$ cat src/rtl/layer_train_sequencer_pkg.sv
// Shared types for the layer training sequencer: fixed-point neuron value,
// FSM state encoding and layer geometry.
package layer_train_sequencer_pkg;

    typedef logic [7:0] zero2one_t;

    localparam int Z_W           = $bits(zero2one_t);
    localparam int LAYER_NEURONS = 16;

    typedef enum logic [2:0] {
        IDLE,
        FETCH,
        EVAL,
        SETTLE,
        LEARN,
        HOLD,
        EMIT
    } layer_seq_state_t;

    function automatic zero2one_t z2o_absdiff(input zero2one_t a, input zero2one_t b);
        return (a > b) ? (a - b) : (b - a);
    endfunction

endpackage

$ cat src/rtl/layer_train_sequencer_abs_err_sum.sv
// Combinational sum of |expected - actual| over all layer neurons.
// Only built when LAYER_TRAIN_SEQ_ERR_ACC_EN is defined.
`ifdef LAYER_TRAIN_SEQ_ERR_ACC_EN
module zero2one_abs_err_sum
    import layer_train_sequencer_pkg::*;
(
    input  logic [LAYER_NEURONS*Z_W-1:0] expected_i,
    input  logic [LAYER_NEURONS*Z_W-1:0] actual_i,
    output logic [Z_W+3:0]               sum_o
);

    always_comb begin
        sum_o = '0;
        for (int k = 0; k < LAYER_NEURONS; k++) begin
            sum_o = sum_o + {4'b0000, z2o_absdiff(expected_i[k*Z_W +: Z_W], actual_i[k*Z_W +: Z_W])};
        end
    end

endmodule
`endif

$ cat src/rtl/layer_train_sequencer.sv
// Sequences labelled samples through a 16-neuron layer (eval, settle, optional learn) and returns captured outputs.
// Latency: accept at t -> eval t+1, result t+2+SETTLE_CYC (+1+LEARN_CYC when training); EMIT holds until res_ready.
// LAYER_TRAIN_SEQ_ERR_ACC_EN adds a per-epoch saturating absolute-error accumulator (epoch_err/epoch_err_valid).
module layer_train_sequencer
    import layer_train_sequencer_pkg::*;
#(
    parameter int N          = 16,
    parameter int SAMPLE_W   = 12,
    parameter int EPOCH_W    = 8,
    parameter int SETTLE_CYC = 2,
    parameter int LEARN_CYC  = 2
) (
    input  logic                         clock,
    input  logic                         reset,
    input  logic                         start,
    input  logic                         abort,
    input  logic                         train,
    input  logic [SAMPLE_W-1:0]          num_samples,
    input  logic [EPOCH_W-1:0]           num_epochs,
    input  logic                         smp_valid,
    output logic                         smp_ready,
    input  logic [N*Z_W-1:0]             smp_in,
    input  logic [LAYER_NEURONS*Z_W-1:0] smp_expected,
    output logic                         layer_valid,
    output logic                         layer_learn,
    output logic [N*Z_W-1:0]             layer_in,
    output logic [LAYER_NEURONS*Z_W-1:0] layer_expected,
    input  logic [LAYER_NEURONS*Z_W-1:0] layer_out,
    output logic                         res_valid,
    input  logic                         res_ready,
    output logic [LAYER_NEURONS*Z_W-1:0] res_out,
    output logic [SAMPLE_W-1:0]          res_sample_idx,
    output logic                         busy,
    output logic                         done,
    output logic [EPOCH_W-1:0]           epoch_idx
`ifdef LAYER_TRAIN_SEQ_ERR_ACC_EN
    ,
    output logic [Z_W+SAMPLE_W+3:0]      epoch_err,
    output logic                         epoch_err_valid
`endif
);

    localparam int CNT_MAX = (SETTLE_CYC > LEARN_CYC) ? SETTLE_CYC : LEARN_CYC;
    localparam int CNT_W   = $clog2(CNT_MAX + 1);
    localparam int VEC_W   = LAYER_NEURONS * Z_W;

    layer_seq_state_t      state_q;
    logic [CNT_W-1:0]      cnt_q;
    logic                  train_q;
    logic [SAMPLE_W-1:0]   num_samples_q;
    logic [EPOCH_W-1:0]    num_epochs_q;
    logic [SAMPLE_W-1:0]   sample_idx_q;
    logic [EPOCH_W-1:0]    epoch_idx_q;

    logic                  smp_ready_q;
    logic                  layer_valid_q;
    logic                  layer_learn_q;
    logic [N*Z_W-1:0]      layer_in_q;
    logic [VEC_W-1:0]      layer_expected_q;
    logic                  res_valid_q;
    logic [VEC_W-1:0]      res_out_q;
    logic [SAMPLE_W-1:0]   res_sample_idx_q;
    logic                  busy_q;
    logic                  done_q;

    logic                  last_smp;
    logic                  last_ep;

    assign last_smp = (sample_idx_q == num_samples_q - SAMPLE_W'(1));
    assign last_ep  = (epoch_idx_q == num_epochs_q - EPOCH_W'(1));

    assign smp_ready      = smp_ready_q;
    assign layer_valid    = layer_valid_q;
    assign layer_learn    = layer_learn_q;
    assign layer_in       = layer_in_q;
    assign layer_expected = layer_expected_q;
    assign res_valid      = res_valid_q;
    assign res_out        = res_out_q;
    assign res_sample_idx = res_sample_idx_q;
    assign busy           = busy_q;
    assign done           = done_q;
    assign epoch_idx      = epoch_idx_q;

`ifdef LAYER_TRAIN_SEQ_ERR_ACC_EN
    localparam int ERR_W = Z_W + SAMPLE_W + 4;
    localparam int SUM_W = Z_W + 4;

    logic [SUM_W-1:0] err_sum;
    logic [ERR_W-1:0] acc_q;
    logic [ERR_W:0]   acc_ext;
    logic [ERR_W-1:0] acc_d;
    logic [ERR_W-1:0] epoch_err_q;
    logic             epoch_err_valid_q;

    zero2one_abs_err_sum u_abs_err_sum (
        .expected_i (layer_expected_q),
        .actual_i   (layer_out),
        .sum_o      (err_sum)
    );

    // Carry out of the widened add means the accumulator would wrap: clamp instead.
    assign acc_ext = {1'b0, acc_q} + {{(ERR_W + 1 - SUM_W){1'b0}}, err_sum};
    assign acc_d   = acc_ext[ERR_W] ? {ERR_W{1'b1}} : acc_ext[ERR_W-1:0];

    assign epoch_err       = epoch_err_q;
    assign epoch_err_valid = epoch_err_valid_q;
`endif

    always_ff @(posedge clock) begin
        if (reset) begin
            state_q          <= IDLE;
            cnt_q            <= '0;
            train_q          <= 1'b0;
            num_samples_q    <= '0;
            num_epochs_q     <= '0;
            sample_idx_q     <= '0;
            epoch_idx_q      <= '0;
            smp_ready_q      <= 1'b0;
            layer_valid_q    <= 1'b0;
            layer_learn_q    <= 1'b0;
            layer_in_q       <= '0;
            layer_expected_q <= '0;
            res_valid_q      <= 1'b0;
            res_out_q        <= '0;
            res_sample_idx_q <= '0;
            busy_q           <= 1'b0;
            done_q           <= 1'b0;
`ifdef LAYER_TRAIN_SEQ_ERR_ACC_EN
            acc_q             <= '0;
            epoch_err_q       <= '0;
            epoch_err_valid_q <= 1'b0;
`endif
        end else begin
            // Strobes and pulses are single-cycle unless re-armed below.
            done_q        <= 1'b0;
            layer_valid_q <= 1'b0;
            layer_learn_q <= 1'b0;
`ifdef LAYER_TRAIN_SEQ_ERR_ACC_EN
            epoch_err_valid_q <= 1'b0;
`endif
            if (abort) begin
                state_q     <= IDLE;
                smp_ready_q <= 1'b0;
                res_valid_q <= 1'b0;
                busy_q      <= 1'b0;
            end else begin
                unique case (state_q)
                    IDLE: begin
                        if (start) begin
                            train_q       <= train;
                            num_samples_q <= num_samples;
                            num_epochs_q  <= num_epochs;
                            sample_idx_q  <= '0;
                            epoch_idx_q   <= '0;
`ifdef LAYER_TRAIN_SEQ_ERR_ACC_EN
                            acc_q         <= '0;
`endif
                            if ((num_samples == '0) || (num_epochs == '0)) begin
                                done_q <= 1'b1;
                            end else begin
                                state_q     <= FETCH;
                                smp_ready_q <= 1'b1;
                                busy_q      <= 1'b1;
                            end
                        end
                    end
                    FETCH: begin
                        if (smp_valid) begin
                            layer_in_q       <= smp_in;
                            layer_expected_q <= smp_expected;
                            smp_ready_q      <= 1'b0;
                            layer_valid_q    <= 1'b1;
                            state_q          <= EVAL;
                        end
                    end
                    EVAL: begin
                        state_q <= SETTLE;
                        cnt_q   <= CNT_W'(SETTLE_CYC - 1);
                    end
                    SETTLE: begin
                        if (cnt_q == '0) begin
                            // Capture happens before any learn strobe, so results are pre-learn.
                            res_out_q        <= layer_out;
                            res_sample_idx_q <= sample_idx_q;
`ifdef LAYER_TRAIN_SEQ_ERR_ACC_EN
                            acc_q            <= acc_d;
`endif
                            if (train_q) begin
                                state_q       <= LEARN;
                                layer_valid_q <= 1'b1;
                                layer_learn_q <= 1'b1;
                            end else begin
                                state_q     <= EMIT;
                                res_valid_q <= 1'b1;
                            end
                        end else begin
                            cnt_q <= cnt_q - CNT_W'(1);
                        end
                    end
                    LEARN: begin
                        state_q <= HOLD;
                        cnt_q   <= CNT_W'(LEARN_CYC - 1);
                    end
                    HOLD: begin
                        if (cnt_q == '0) begin
                            state_q     <= EMIT;
                            res_valid_q <= 1'b1;
                        end else begin
                            cnt_q <= cnt_q - CNT_W'(1);
                        end
                    end
                    EMIT: begin
                        if (res_ready) begin
                            res_valid_q <= 1'b0;
                            if (last_smp) begin
                                sample_idx_q <= '0;
                                epoch_idx_q  <= epoch_idx_q + EPOCH_W'(1);
`ifdef LAYER_TRAIN_SEQ_ERR_ACC_EN
                                epoch_err_q       <= acc_q;
                                epoch_err_valid_q <= 1'b1;
                                acc_q             <= '0;
`endif
                            end else begin
                                sample_idx_q <= sample_idx_q + SAMPLE_W'(1);
                            end
                            if (last_smp && last_ep) begin
                                state_q <= IDLE;
                                busy_q  <= 1'b0;
                                done_q  <= 1'b1;
                            end else begin
                                state_q     <= FETCH;
                                smp_ready_q <= 1'b1;
                            end
                        end
                    end
                    default: begin
                        state_q <= IDLE;
                    end
                endcase
            end
        end
    end

endmodule

$ cat config.mk
export PLATFORM = sky130hd
export DESIGN_NAME = layer_train_sequencer
export DESIGN_NICKNAME = d
export VERILOG_FILES = /design/src/rtl/layer_train_sequencer_pkg.sv /design/src/rtl/layer_train_sequencer_abs_err_sum.sv /design/src/rtl/layer_train_sequencer.sv
export SDC_FILE = /design/constraint.sdc
export NUM_CORES = 1
export LEC_CHECK = 0
export ABC_AREA = 0
export BUFFER_PORTS_ARGS = -buffer_cell sky130_fd_sc_hd__buf_2
export CAP_MARGIN = 20
export CORE_AREA = 2 2 315 317
export DETAILED_ROUTE_END_ITERATION = 6
export DIE_AREA = 0 0 317 319
export PLACE_DENSITY_LB_ADDON = 0.15
export SLEW_MARGIN = 20
export SYNTH_ARGS = -nofsm -noshare
export SYNTH_HDL_FRONTEND = slang
export SYNTH_HIERARCHICAL = 1
export SYNTH_SLANG_ARGS = --single-unit
$ cat constraint.sdc
create_clock -name clock -period 5.8 [get_ports clock]
set_input_delay 0.29 -clock clock [delete_from_list [all_inputs] [get_ports clock]]
set_output_delay 0.29 -clock clock [all_outputs]
set_load 0.005 [all_outputs]
==> out/results.ini <==
[timing]
worst_hold_slack_ps=90.4
period_share=0.478
fin_ws_ps=3020
max_freq_mhz=360
min_period_ps=2780
finalMaxSlewViolations=0
hold_viol_final=0
worst_slew_pin_slew_ps=1120
finClkSkew_ps=19.1
fin_tns_setup_ps=0
rsz0062_at_grt=false
slew_headroom=0.251
setup_viol_count_final=0

[routing]
wl_per_cell_um=16.2
ant_nets=0
wirelength_um=74400
drc=0
drtIter0Drc=931
dr.pass1.iters=5
via_per_inst=3.99
num_vias=18300

[grt]
grt_usage=0.141
grt_max_degree=173
antenna_found_initial=6
grt_pass1_vias=18600
overflow=0
grt_pass1_wl_um=111000

[synthesis]
seq_area_frac_synth=0.546
synth_nets=2523
yosys_warnings=6
synth-seq-cells=448
yosysUniqueCellTypes=64
async_flop_share=0
synth.avg_cell_area_um2=7.79
syn_inst=2107
syn_area_mm2=0.0164
synth_enable_flop_cells=0
synth-main-ff-cell=dfxtp_1

[pwr]
power_leakage_nw=11.6
vdd_drop_max_mv=0.202
cellPowerDensity_mw_per_mm2=264

[hold_path]
worstHoldPathType=input pin to register
hold_depth=2

[critical_path]
endpoint_kind=register
worst-path-max-fanout=15
crit_chain=inv_1 -> ha_1 -> or3b_1 -> a2111oi_1 -> a21oi_1 -> and4_1 -> a21oi_2 -> nand3b_1 -> a311oi_1
slowest_stage=a21oi_2
max_stage_delay_ps=520
path_class=register to register
start_kind=register
r2r_cells=9
required_ps=6320
crit_arrival_ps=3300

[layout]
seqCellArea_mm2=0.00897
nets=3668
fill_cells=10700
final_area_mm2=0.0277
final_cell_mix=nand2_1, buf_2, dfxtp_1
final_common_cell=nand2_1
multi_input_area_mm2=0.00683
areaGrowthSynthToFinish_pct=68.8
drive_gt1_frac=0.286
final_cells=4585

[clocking]
clockRootBuffer=clkbuf_16
cts_resized=0
postCtsHoldBufs=406
numCtsBuffers=55
cts_tree=done
cts-htree-levels=2
clk_pin_slew_ps=60
numClockSinks=448
clock_latency_ps=630
cts_max_path_buffers=3
postCtsSetupBuffers=0

[run_status]
status=complete, no violations

[die]
dieArea_mm2=0.101
ioPinCount=821
fp.dieW_um=317
rows=115
core_area_mm2=0.0977
dieHeight_um=319
start_util=0.168

[placed_design]
gp_congestion=0.806
postPlaceCellArea_mm2=0.0218
io_buffers=820
pre_cts_ws_ps=3010
numPlacedInstances=4076
hpwl_um=52100

[job]
drv_cap=0

where the power goes:
part / leakage (nW) / total, mW / internal, mW / switching, mW
combinational: 7.11 / 0.632 / 0.359 / 0.273
sequential: 3.62 / 3.14 / 3.11 / 0.0279
clock: 0.919 / 3.55 / 2.10 / 1.45
total: 11.6 / 7.32 / 5.58 / 1.75
cell type report:
type | instances | area share
diodes | 2 | 0.000181
clock buffers | 83 | 0.0600
well taps | 1287 | 0.0581
multi-input cells | 1492 | 0.246
clock inverters | 18 | 0.00686
inverters | 12 | 0.00163
repair buffers | 1243 | 0.303
flip-flops and latches | 448 | 0.324
layer usage:
metal | part of all wire | up-vias | track usage
met4 | 0.035 | 8 | 0.0549
met2 | 0.49 | 531 | 0.246
met5 | 0.00065 | - | 0
li1 | - | 9181 | -
met1 | 0.41 | 8431 | 0.160
met3 | 0.070 | 133 | 0.0403
state kept, by name, indices dropped and copies added (netlist names):
| signal | cells |
|---|---|
| layer_in | 128 |
| layer_valid | 1 |
| layer_expected | 128 |
| busy | 1 |
| res_valid | 1 |
| sample_idx_q | 12 |
| res_out | 128 |
| epoch_idx | 8 |
| smp_ready | 1 |
| num_epochs_q | 8 |
| layer_learn | 1 |
| res_sample_idx | 12 |
| cnt_q | 2 |
| done | 1 |
| train_q | 1 |
| state_q | 3 |
| num_samples_q | 12 |
metrics by stage:
stage	power, mW	utilization
finish	7.32	0.284
global route	7.65	0.284
global placement	3.62	0.223
CTS	7.49	0.284
detailed placement	3.62	0.223
floorplan	3.38	-
kinds of logic (layout without fill, tap and decap cells):
| kind of cell | after synthesis | in the layout | synth area share |
|---|---|---|---|
| AOI/OAI and AO/OA | 475 | 475 | 0.152 |
| xor gates and xnor gates | 34 | 34 | 0.0190 |
| adders and majority gates | 5 | 5 | 0.00381 |
| buffers and inverters | 167 | 1356 | 0.0389 |
| DFF | 448 | 448 | 0.546 |
| muxes | 2 | 2 | 0.00122 |
| other | 0 | 2 | 0 |
| and+or+nand+nor | 976 | 976 | 0.239 |
worst max-delay path: cells and delay by family, from the launching register on:
family | cells | cell delay, ps
AOI/OAI and AO/OA | 4 | 1360
and+or+nand+nor | 3 | 720
DFF | 1 | 360
adders and majority gates | 1 | 170
buffers and inverters | 1 | 70
final timing paths:
kind                             startpoint                              to  slack (ps)
max reg2reg   num_samples_q[0]$_SDFFE_PP0P_    sample_idx_q[9]$_SDFFE_PP0P_        3020
min reg2reg  layer_expected[1]$_SDFFE_PP0P_  layer_expected[1]$_SDFFE_PP0P_         450
max           num_samples_q[0]$_SDFFE_PP0P_    sample_idx_q[9]$_SDFFE_PP0P_        3020
min                                   abort          res_valid$_SDFFE_PP0P_          90
cell usage after synthesis (all sizes together) (3+ instances only):
master,number,area share
clkbuf,150,0.034
nor3,9,0.0034
xnor2,19,0.010
nor2b,3,0.0011
o31ai,6,0.0027
inv,12,0.0027
and4,3,0.0016
xor2,14,0.0075
nand2,860,0.20
nand2b,3,0.0011
a21boi,3,0.0014
dfxtp,448,0.55
nor3b,3,0.0014
ha,5,0.0038
or4,8,0.0041
a21oi,433,0.13
nand3,13,0.0040
or3,5,0.0019
and3,5,0.0020
nor4b,3,0.0016
buf,5,0.0018
nor2,34,0.0078
o21ai,8,0.0024
nand4,4,0.0015
nor4,11,0.0050
nand3b,3,0.0014
No activity file was read; power rests on OpenSTA's default activity.
